===== src/rtl/snake_body_engine_if.sv =====
// Control/query bundle between the game controller and the snake body engine.
// master: game_state/ps2 side driving pulses and pixel-renderer queries.
// slave:  the engine, returning occupancy, head position, length and death status.
interface snake_body_engine_if #(
    parameter int XW = 6,
    parameter int YW = 6,
    parameter int LW = 5
) ();
    logic          init;       // reload initial snake, clear dead
    logic          step;       // advance one cell
    logic          dir_valid;  // dir carries a new request
    logic [1:0]    dir;        // 0=right 1=left 2=down 3=up
    logic          grow;       // lengthen on next successful step
    logic [XW-1:0] query_x;
    logic [YW-1:0] query_y;
    logic          hit;        // registered occupancy of last query
    logic [LW-1:0] hit_seg;    // lowest occupied segment index, 0 when !hit
    logic [XW-1:0] head_x;
    logic [YW-1:0] head_y;
    logic [LW-1:0] length;
    logic          dead;       // latched after collision
    logic          died;       // one-cycle pulse on the collision step

    modport master (
        output init, step, dir_valid, dir, grow, query_x, query_y,
        input  hit, hit_seg, head_x, head_y, length, dead, died
    );

    modport slave (
        input  init, step, dir_valid, dir, grow, query_x, query_y,
        output hit, hit_seg, head_x, head_y, length, dead, died
    );
endinterface


===== src/rtl/snake_body_engine.sv =====
// Snake body state engine: segment shift register, direction latch, growth, wall/self collision, occupancy query.
// Latency: move visible one cycle after step; query hit/hit_seg one cycle after query_x/query_y.
// Backpressure: none; step/init/grow/dir_valid are single-cycle pulses always accepted.
//
// Ports: clk, rst_n (synchronous, active low), bus (slave modport of snake_body_engine_if)
//   inputs  init, step, dir_valid, dir, grow, query_x, query_y
//   outputs hit, hit_seg, head_x, head_y, length, dead, died
module snake_body_engine #(
    parameter int MAX_LEN  = 16,
    parameter int INIT_LEN = 4,
    parameter int GRID_W   = 64,
    parameter int GRID_H   = 48
) (
    input  logic                clk,
    input  logic                rst_n,
    snake_body_engine_if.slave  bus
);
    localparam int XW = $clog2(GRID_W);
    localparam int YW = $clog2(GRID_H);
    localparam int LW = $clog2(MAX_LEN + 1);

    localparam logic [1:0] DIR_RIGHT = 2'd0;
    localparam logic [1:0] DIR_LEFT  = 2'd1;
    localparam logic [1:0] DIR_DOWN  = 2'd2;
    localparam logic [1:0] DIR_UP    = 2'd3;

    logic [XW-1:0] seg_x [MAX_LEN];
    logic [YW-1:0] seg_y [MAX_LEN];
    logic [LW-1:0] length;
    logic [1:0]    cur_dir;
    logic [1:0]    pend_dir;
    logic          grow_pend;
    logic          dead;
    logic          died;
    logic          hit;
    logic [LW-1:0] hit_seg;

    // ------------------------------------------------------------------
    // Move evaluation
    // ------------------------------------------------------------------
    logic          dir_legal;
    logic [1:0]    mv_dir;
    logic          eff_grow;
    logic [XW-1:0] nh_x;
    logic [YW-1:0] nh_y;
    logic          wall_hit;
    logic          self_hit;
    logic [LW-1:0] self_lim;
    logic          collide;

    always_comb begin
        // Reversal pairs differ only in bit 0 (right/left, down/up).
        dir_legal = !((bus.dir[1] == cur_dir[1]) && (bus.dir[0] != cur_dir[0]));
        // A legal request in the step cycle applies to that very step.
        mv_dir    = (bus.dir_valid && dir_legal) ? bus.dir : pend_dir;
        eff_grow  = grow_pend | bus.grow;

        nh_x     = seg_x[0];
        nh_y     = seg_y[0];
        wall_hit = 1'b0;
        case (mv_dir)
            DIR_RIGHT: begin
                wall_hit = (seg_x[0] == XW'(GRID_W - 1));
                nh_x     = seg_x[0] + XW'(1);
            end
            DIR_LEFT: begin
                wall_hit = (seg_x[0] == '0);
                nh_x     = seg_x[0] - XW'(1);
            end
            DIR_DOWN: begin
                wall_hit = (seg_y[0] == YW'(GRID_H - 1));
                nh_y     = seg_y[0] + YW'(1);
            end
            DIR_UP: begin
                wall_hit = (seg_y[0] == '0);
                nh_y     = seg_y[0] - YW'(1);
            end
            default: ;
        endcase

        // The tail cell vacates on a normal step, so it only blocks the
        // head when the snake is about to grow. length >= 2 always.
        self_lim = eff_grow ? length : (length - LW'(1));
        self_hit = 1'b0;
        for (int i = 0; i < MAX_LEN; i++) begin
            if ((LW'(i) < self_lim) && (seg_x[i] == nh_x) && (seg_y[i] == nh_y))
                self_hit = 1'b1;
        end

        collide = wall_hit | self_hit;
    end

    // ------------------------------------------------------------------
    // Occupancy query (registered below)
    // ------------------------------------------------------------------
    logic          q_in_grid;
    logic          q_hit;
    logic [LW-1:0] q_seg;

    always_comb begin
        q_in_grid = (int'(bus.query_x) < GRID_W) && (int'(bus.query_y) < GRID_H);
        q_hit     = 1'b0;
        q_seg     = '0;
        // Scan high to low so the lowest matching index is left standing.
        for (int i = MAX_LEN - 1; i >= 0; i--) begin
            if (q_in_grid && (LW'(i) < length) &&
                (seg_x[i] == bus.query_x) && (seg_y[i] == bus.query_y)) begin
                q_hit = 1'b1;
                q_seg = LW'(i);
            end
        end
    end

    // ------------------------------------------------------------------
    // State
    // ------------------------------------------------------------------
    always_ff @(posedge clk) begin
        if (!rst_n || bus.init) begin
            for (int i = 0; i < MAX_LEN; i++) begin
                seg_x[i] <= (i < INIT_LEN) ? XW'(INIT_LEN - 1 - i) : '0;
                seg_y[i] <= '0;
            end
            length    <= LW'(INIT_LEN);
            cur_dir   <= DIR_RIGHT;
            pend_dir  <= DIR_RIGHT;
            grow_pend <= 1'b0;
            dead      <= 1'b0;
            died      <= 1'b0;
            hit       <= 1'b0;
            hit_seg   <= '0;
        end else begin
            hit     <= q_hit;
            hit_seg <= q_seg;
            died    <= 1'b0;

            // Direction and grow requests are latched even while dead.
            if (bus.dir_valid && dir_legal)
                pend_dir <= bus.dir;
            if (bus.grow)
                grow_pend <= 1'b1;

            if (bus.step && !dead) begin
                cur_dir <= mv_dir;
                if (collide) begin
                    dead <= 1'b1;
                    died <= 1'b1;
                end else begin
                    for (int i = 1; i < MAX_LEN; i++) begin
                        seg_x[i] <= seg_x[i-1];
                        seg_y[i] <= seg_y[i-1];
                    end
                    seg_x[0] <= nh_x;
                    seg_y[0] <= nh_y;
                    if (eff_grow) begin
                        grow_pend <= 1'b0;
                        if (length < LW'(MAX_LEN))
                            length <= length + LW'(1);
                    end
                end
            end
        end
    end

    assign bus.hit     = hit;
    assign bus.hit_seg = hit_seg;
    assign bus.head_x  = seg_x[0];
    assign bus.head_y  = seg_y[0];
    assign bus.length  = length;
    assign bus.dead    = dead;
    assign bus.died    = died;
endmodule


===== src/flat_wrapper.sv =====
// flat-port wrapper written by rule: the top's interface ports become plain ports
module snake_body_engine_flat 
#(
    parameter int MAX_LEN  = 16,
    parameter int INIT_LEN = 4,
    parameter int GRID_W   = 64,
    parameter int GRID_H   = 48
)
  (clk, rst_n, bus_init, bus_step, bus_dir_valid, bus_dir, bus_grow, bus_query_x, bus_query_y, bus_hit, bus_hit_seg, bus_head_x, bus_head_y, bus_length, bus_dead, bus_died);
  snake_body_engine_if #(.XW(6), .YW(6), .LW(5)) bus_i ();
  input  logic clk;
  input  logic rst_n;
  input wire logic [$bits(bus_i.init)-1:0] bus_init;
  input wire logic [$bits(bus_i.step)-1:0] bus_step;
  input wire logic [$bits(bus_i.dir_valid)-1:0] bus_dir_valid;
  input wire logic [$bits(bus_i.dir)-1:0] bus_dir;
  input wire logic [$bits(bus_i.grow)-1:0] bus_grow;
  input wire logic [$bits(bus_i.query_x)-1:0] bus_query_x;
  input wire logic [$bits(bus_i.query_y)-1:0] bus_query_y;
  output wire logic [$bits(bus_i.hit)-1:0] bus_hit;
  output wire logic [$bits(bus_i.hit_seg)-1:0] bus_hit_seg;
  output wire logic [$bits(bus_i.head_x)-1:0] bus_head_x;
  output wire logic [$bits(bus_i.head_y)-1:0] bus_head_y;
  output wire logic [$bits(bus_i.length)-1:0] bus_length;
  output wire logic [$bits(bus_i.dead)-1:0] bus_dead;
  output wire logic [$bits(bus_i.died)-1:0] bus_died;
  assign bus_i.init = bus_init;
  assign bus_i.step = bus_step;
  assign bus_i.dir_valid = bus_dir_valid;
  assign bus_i.dir = bus_dir;
  assign bus_i.grow = bus_grow;
  assign bus_i.query_x = bus_query_x;
  assign bus_i.query_y = bus_query_y;
  assign bus_hit = bus_i.hit;
  assign bus_hit_seg = bus_i.hit_seg;
  assign bus_head_x = bus_i.head_x;
  assign bus_head_y = bus_i.head_y;
  assign bus_length = bus_i.length;
  assign bus_dead = bus_i.dead;
  assign bus_died = bus_i.died;
  snake_body_engine #(.MAX_LEN(MAX_LEN), .INIT_LEN(INIT_LEN), .GRID_W(GRID_W), .GRID_H(GRID_H)) u_core (.clk(clk), .rst_n(rst_n), .bus(bus_i));
endmodule

===== config.mk =====
export PLATFORM = sky130hd
export DESIGN_NAME = snake_body_engine_flat
export DESIGN_NICKNAME = d
export VERILOG_FILES = /design/src/rtl/snake_body_engine_if.sv /design/src/rtl/snake_body_engine.sv /design/src/flat_wrapper.sv
export SDC_FILE = /design/constraint.sdc
export NUM_CORES = 1
export LEC_CHECK = 0
export BUFFER_PORTS_ARGS = -buffer_cell sky130_fd_sc_hd__buf_4
export CORE_MARGIN = 3
export CORE_UTILIZATION = 45
export CTS_BUF_LIST = sky130_fd_sc_hd__clkbuf_8
export CTS_CLUSTER_DIAMETER = 120
export DETAILED_ROUTE_END_ITERATION = 10
export GPL_TIMING_DRIVEN = 0
export PLACE_DENSITY = 0.63
export SLEW_MARGIN = 0
export SYNTH_ARGS = -nofsm -noshare
export SYNTH_HDL_FRONTEND = slang
export SYNTH_SLANG_ARGS = --single-unit

===== constraint.sdc =====
create_clock -name clk -period 12.2 [get_ports clk]
set_input_delay 0.61 -clock clk [delete_from_list [all_inputs] [get_ports clk]]
set_output_delay 0.61 -clock clk [all_outputs]
set_load 0.01 [all_outputs]

# Word level (Yosys, flattened, before mapping)
# Memory sizes are Yosys's and may differ from the RTL's.
# Cells that the tools add are included.
[word_totals]
register_bits = 18
latch_bits = 0
ram_bits = 192
rom_bits = 0
input_bits = 20
output_inout_bits = 25
wordCells = 354
memories = 2
[mem_list]
columns = ["name", "depth", "word_bits", "read_ports", "rd_clocked_by_memory_dff", "write_ports", "line", "rtl"]
rows = [
  ["u_core.seg_x", 16, 6, 16, 0, 16, "snake_body_engine.sv:27", "logic [XW-1:0] seg_x [MAX_LEN];"],
  ["u_core.seg_y", 16, 6, 16, 0, 16, "snake_body_engine.sv:28", "logic [YW-1:0] seg_y [MAX_LEN];"],
]
[classes]
add_sub_neg = 6
mul = 0
div_mod_pow = 0
n_lt_le_gt_ge = 34
eq_ne = 71
n_shift = 0
mux = 95
bitwise_logic = 36
n_reduce_logical = 98
[ops]
columns = ["op", "count"]
rows = [
  ["equality test 6 bit", 64],
  ["2-to-1 mux 6 bit", 32],
  ["logical AND 1 bit", 83],
  ["less-than comparator 4 x 5 -> 1 bit (first input constant)", 16],
  ["2-to-1 mux 1 bit", 44],
  ["less-than comparator 3 x 5 -> 1 bit (first input constant)", 8],
  ["bitwise OR 1 bit", 34],
  ["2-to-1 mux 4 bit", 8],
  ["one-hot mux 6 bit (2 select lines)", 2],
  ["less-than comparator 1 x 5 -> 1 bit (first input constant)", 4],
  ["less-than comparator 2 x 5 -> 1 bit (first input constant)", 4],
  ["OR reduction 16 bit", 1],
  ["adder 6 x 1 -> 6 bit (second input constant)", 2],
  ["equality test 6 bit (second input constant)", 2],
  ["zero test 6 bit", 2],
  ["2-to-1 mux 3 bit", 4],
  ["subtractor 6 x 1 -> 6 bit (second input constant)", 2],
  ["OR reduction 9 bit", 1],
  ["less-than comparator 6 bit (second input constant)", 1],
  ["2-to-1 mux 2 bit", 3],
  ["adder 5 x 1 -> 5 bit (second input constant)", 1],
  ["less-than comparator 5 bit (second input constant)", 1],
  ["2-to-1 mux 5 bit", 1],
  ["OR reduction 5 bit", 1],
  ["other kinds (14)", 19],
]

# Logic depth before layout (Yosys ltp)
[logic_depth]
ltp_word = 32
depth_mapped = 28
ltp_nobuf = 18

# Least setup slack after synthesis
# Ideal clock, no wire load.
[synth_timing]
path_type = "input-to-reg"
start = "input bus_dir[0]"
end = "memory u_core.seg_x[0][0] (enable)"
setup_ps = 501
arrival_time_ps = 7966
required_ps = 11699
slack_ps = 3733
path_stages = 24
path_buffers = 8
cell_sequence = "xnor2_1 > a22oi_1 > nand2_1 > buf_2 > buf_2 > buf_2 > clkbuf_1 > nor2_1 > xnor2_1 > ha_1 > clkbuf_1 > nor4bb_1 > o21ai_0 > and4_1 > clkbuf_1 > nor2_4 > clkbuf_1 > a32o_1 > a21oi_1 > a41oi_1 > o2111ai_2 > nor3_2 > buf_6 > nand2b_1"
[synth_rtl]
columns = ["element", "line", "rtl"]
rows = [
  ["start: declaration", "flat_wrapper.sv:16", "input wire logic [$bits(bus_i.dir)-1:0] bus_dir;"],
  ["end: declaration", "snake_body_engine.sv:27", ""],
]

==> impl_results.md <==
- Status: finished with violations
- Failing checks: max-capacitance violations, max-slew violations
- Wirelength per Cell: 36.4 µm
- Power Dens Cells: 123 nW/µm²
- Most frequent cells in the layout: xnor2_1, xor2_1, nor2_1
- Post-Route Setup TNS: 0 ns
- Leak: 6.56 nW
- Final Power: 2.23 mW
- Async SR Flop Fraction: 0
- Tmin final: 9.82 ns
- Total gr overflow: 0
- Final period util: 0.805
- CTS Sinks: 209
- Max rail drop VDD: 0.000124 V
- PostCTS Resize Cnt: 0
- Initial antenna violation count: 3
- Rows: 69
- Max-Cap Viols: 3
- Avg Vias per Cell: 6.88
- Max_slew headroom: -0.0392
- Layout Skew: 0.0363 ns
- Detailed Place HPWL: 64200 µm
- Vias in the first global route: 15400
- Mapped cell area: 16300 µm²
- Overall die area: 38600 µm²
- Critical Path RT: 12.50 ns
- Largest net degree at the start of global routing: 58
- Setup violators final: 0
- Post-synthesis sequential area ratio: 0.330
- EDFF count, synth: 120
- # IOs: 45
- Worst hold path class: input pin to flop
- P&R area growth vs syn: 10.8%
- Die height: 196 µm
- Initial DRC count: 2645
- Worst-Margin Slew: 1.55 ns
- Clk Tree Root Cell: clkbuf_8
- Vias after detailed routing: 16300
- First-pass GRT wire length: 119000 µm
- CP endpoint kind: flop
- Syn Area/Cell: 9.04 µm²
- # DRC: 0
- PortBufs: 33
- Synthesized flop and latch total: 209
- Syn nets: 1830
- Final number of hold-violating endpoints: 0
- Initial Util: 0.457
- Commonest non-fill, non-tap cell in the layout: xnor2_1
- Chip width: 196 µm
- Clock slew at reported path FFs: 0.06 ns
- Nets: 1908
- Fmax achieved: 102 MHz
- TritonCTS buffer count: 38
- CTS tree: done
- H-tree lvl count: 2
- Setup crit start kind: flop
- Routability congestion estimate: 1.14
- Ys Warns: 0
- CTS hold repair buffers: 0
- Critical Path AT: 10.11 ns
- DRT Pass-1 Iters: 6
- RSZ-0062 raised after global routing: no
- Ys flop type: edfxtp_1
- Post-route ant nets: 0
- Fraction of layout cells with a size suffix above 1: 0.0902
- Total wire length: 86100 µm
- Worst-Skew Late Latency: 0.61 ns
- Post-Syn Instances: 1805
- Total GRT Usage: 0.438
- Core area: 35700 µm²
- Postcts setup bufs: 0
- Crit Path Category: flop to flop
- Cell variety after synth: 93
- Longest Clk Path Bufs: 3
- Slew Limit Fails: 20
- CP max FO: 57
==> path summary, 6_finish.rpt <==
check	start	endpoint	slack (ns)	depth (start not counted)
hold / removal	bus_step	u_core.bus.dead	0.29	3
setup reg to reg	u_core.cur_dir[0]	u_core.seg_y[0][7]	2.38	26
setup / recovery	u_core.cur_dir[0]	u_core.seg_y[0][7]	2.38	26
hold reg to reg	u_core.bus.dead	u_core.bus.dead	0.48	2
==> through the flow <==
stage | area, µm² | hold WS, ns | worst slack [ns] | utilization | cells
floorplan | 16300 | 0.490 | 3.73 | - | 1805
global placement | 17100 | 0.455 | -0.734 | 0.481 | 2299
detailed placement | 17200 | 0.468 | 2.59 | 0.484 | 2303
CTS | 18100 | 0.286 | 2.94 | 0.507 | 2366
global route | 18100 | 0.288 | 2.39 | 0.507 | 2367
finish | 18100 | 0.290 | 2.38 | 0.507 | 2368
==> state kept, by name, indices dropped and copies added, names as in the netlist <==
register            flops
u_core.seg_y           96
u_core.grow_pend        1
u_core.bus.died         1
u_core.cur_dir          2
u_core.bus.hit          1
u_core.bus.hit_seg      4
u_core.pend_dir         2
u_core.bus.length       5
u_core.bus.dead         1
u_core.seg_x           96
==> synth_stat cells, types with 48 or more instances <==
| cell type | count | area, µm² |
|---|---|---|
| nor2_1 | 152 | 571 |
| mux2i_1 | 80 | 801 |
| clkbuf_1 | 88 | 330 |
| and2_1 | 105 | 657 |
| a21oi_1 | 48 | 240 |
| dfxtp_1 | 89 | 1780 |
| nand2_1 | 73 | 274 |
| nor4_1 | 51 | 319 |
| xor2_1 | 167 | 1460 |
| nand3_1 | 56 | 280 |
| edfxtp_1 | 120 | 3600 |
| xnor2_1 | 193 | 1690 |
| o21ai_0 | 57 | 285 |
| nand4_1 | 52 | 325 |
==> logic make-up (layout without fill, tap and decap cells) <==
family / Yosys count / in the layout / synth area share
mux: 80 / 80 / 0.0491
other cells: 1 / 2 / 0.000230
xor+xnor: 381 / 381 / 0.222
fa+ha+maj: 5 / 5 / 0.00384
simple gates: 654 / 654 / 0.217
compound gates: 292 / 292 / 0.128
flops: 209 / 209 / 0.330
buf+inv: 183 / 284 / 0.0498
==> layer usage <==
layer / GRT usage / part of all wire / wire length (µm) / up-vias
met2: 0.637 / 0.41 / 35200 / 1373
met4: 0.309 / 0.092 / 7910 / 4
met3: 0.128 / 0.12 / 10700 / 427
met1: 0.558 / 0.38 / 32300 / 7834
li1: - / - / - / 6655
met5: 0 / 0.00021 / 18 / -
==> final cells by class <==
class	count	area [µm²]
Sequential cell	209	5390
Timing Repair Buffer	38	333
Fill cell	3386	17600
Inverter	28	105
Multi-Input combinational cell	1413	10100
Clock inverter	23	270
Clock buffer	40	551
Tap cell	461	577
Buffer	155	707
Antenna cell	1	2.50
==> critical path: stages, from the launching register on <==
cell       delay [ns]
dfxtp_1          0.33
xnor2_1          0.48
a22oi_1          0.16
nand2_1          0.30
buf_2            0.34
buf_2            0.45
buf_2            0.40
clkbuf_1         0.73
nor2_1           0.14
xnor2_1          0.23
ha_1             0.18
clkbuf_1         0.40
nor3b_1          0.10
o211ai_1         0.25
and4_1           0.27
clkbuf_1         0.47
nor2_4           0.23
xnor2_1          1.03
xnor2_1          0.14
nor4_1           1.17
a41oi_1          0.14
o2111ai_2        0.26
nor3_2           0.14
buf_6            0.19
nand2b_4         0.30
buf_16           0.32
buf_16           0.24
==> report_power, final <==
part | internal (mW) | switching [mW] | total, mW
combinational | 0.209 | 0.425 | 0.634
clock | 0.432 | 0.320 | 0.752
sequential | 0.780 | 0.0593 | 0.839
total | 1.42 | 0.805 | 2.23
No activity file was read; power rests on OpenSTA's default activity.
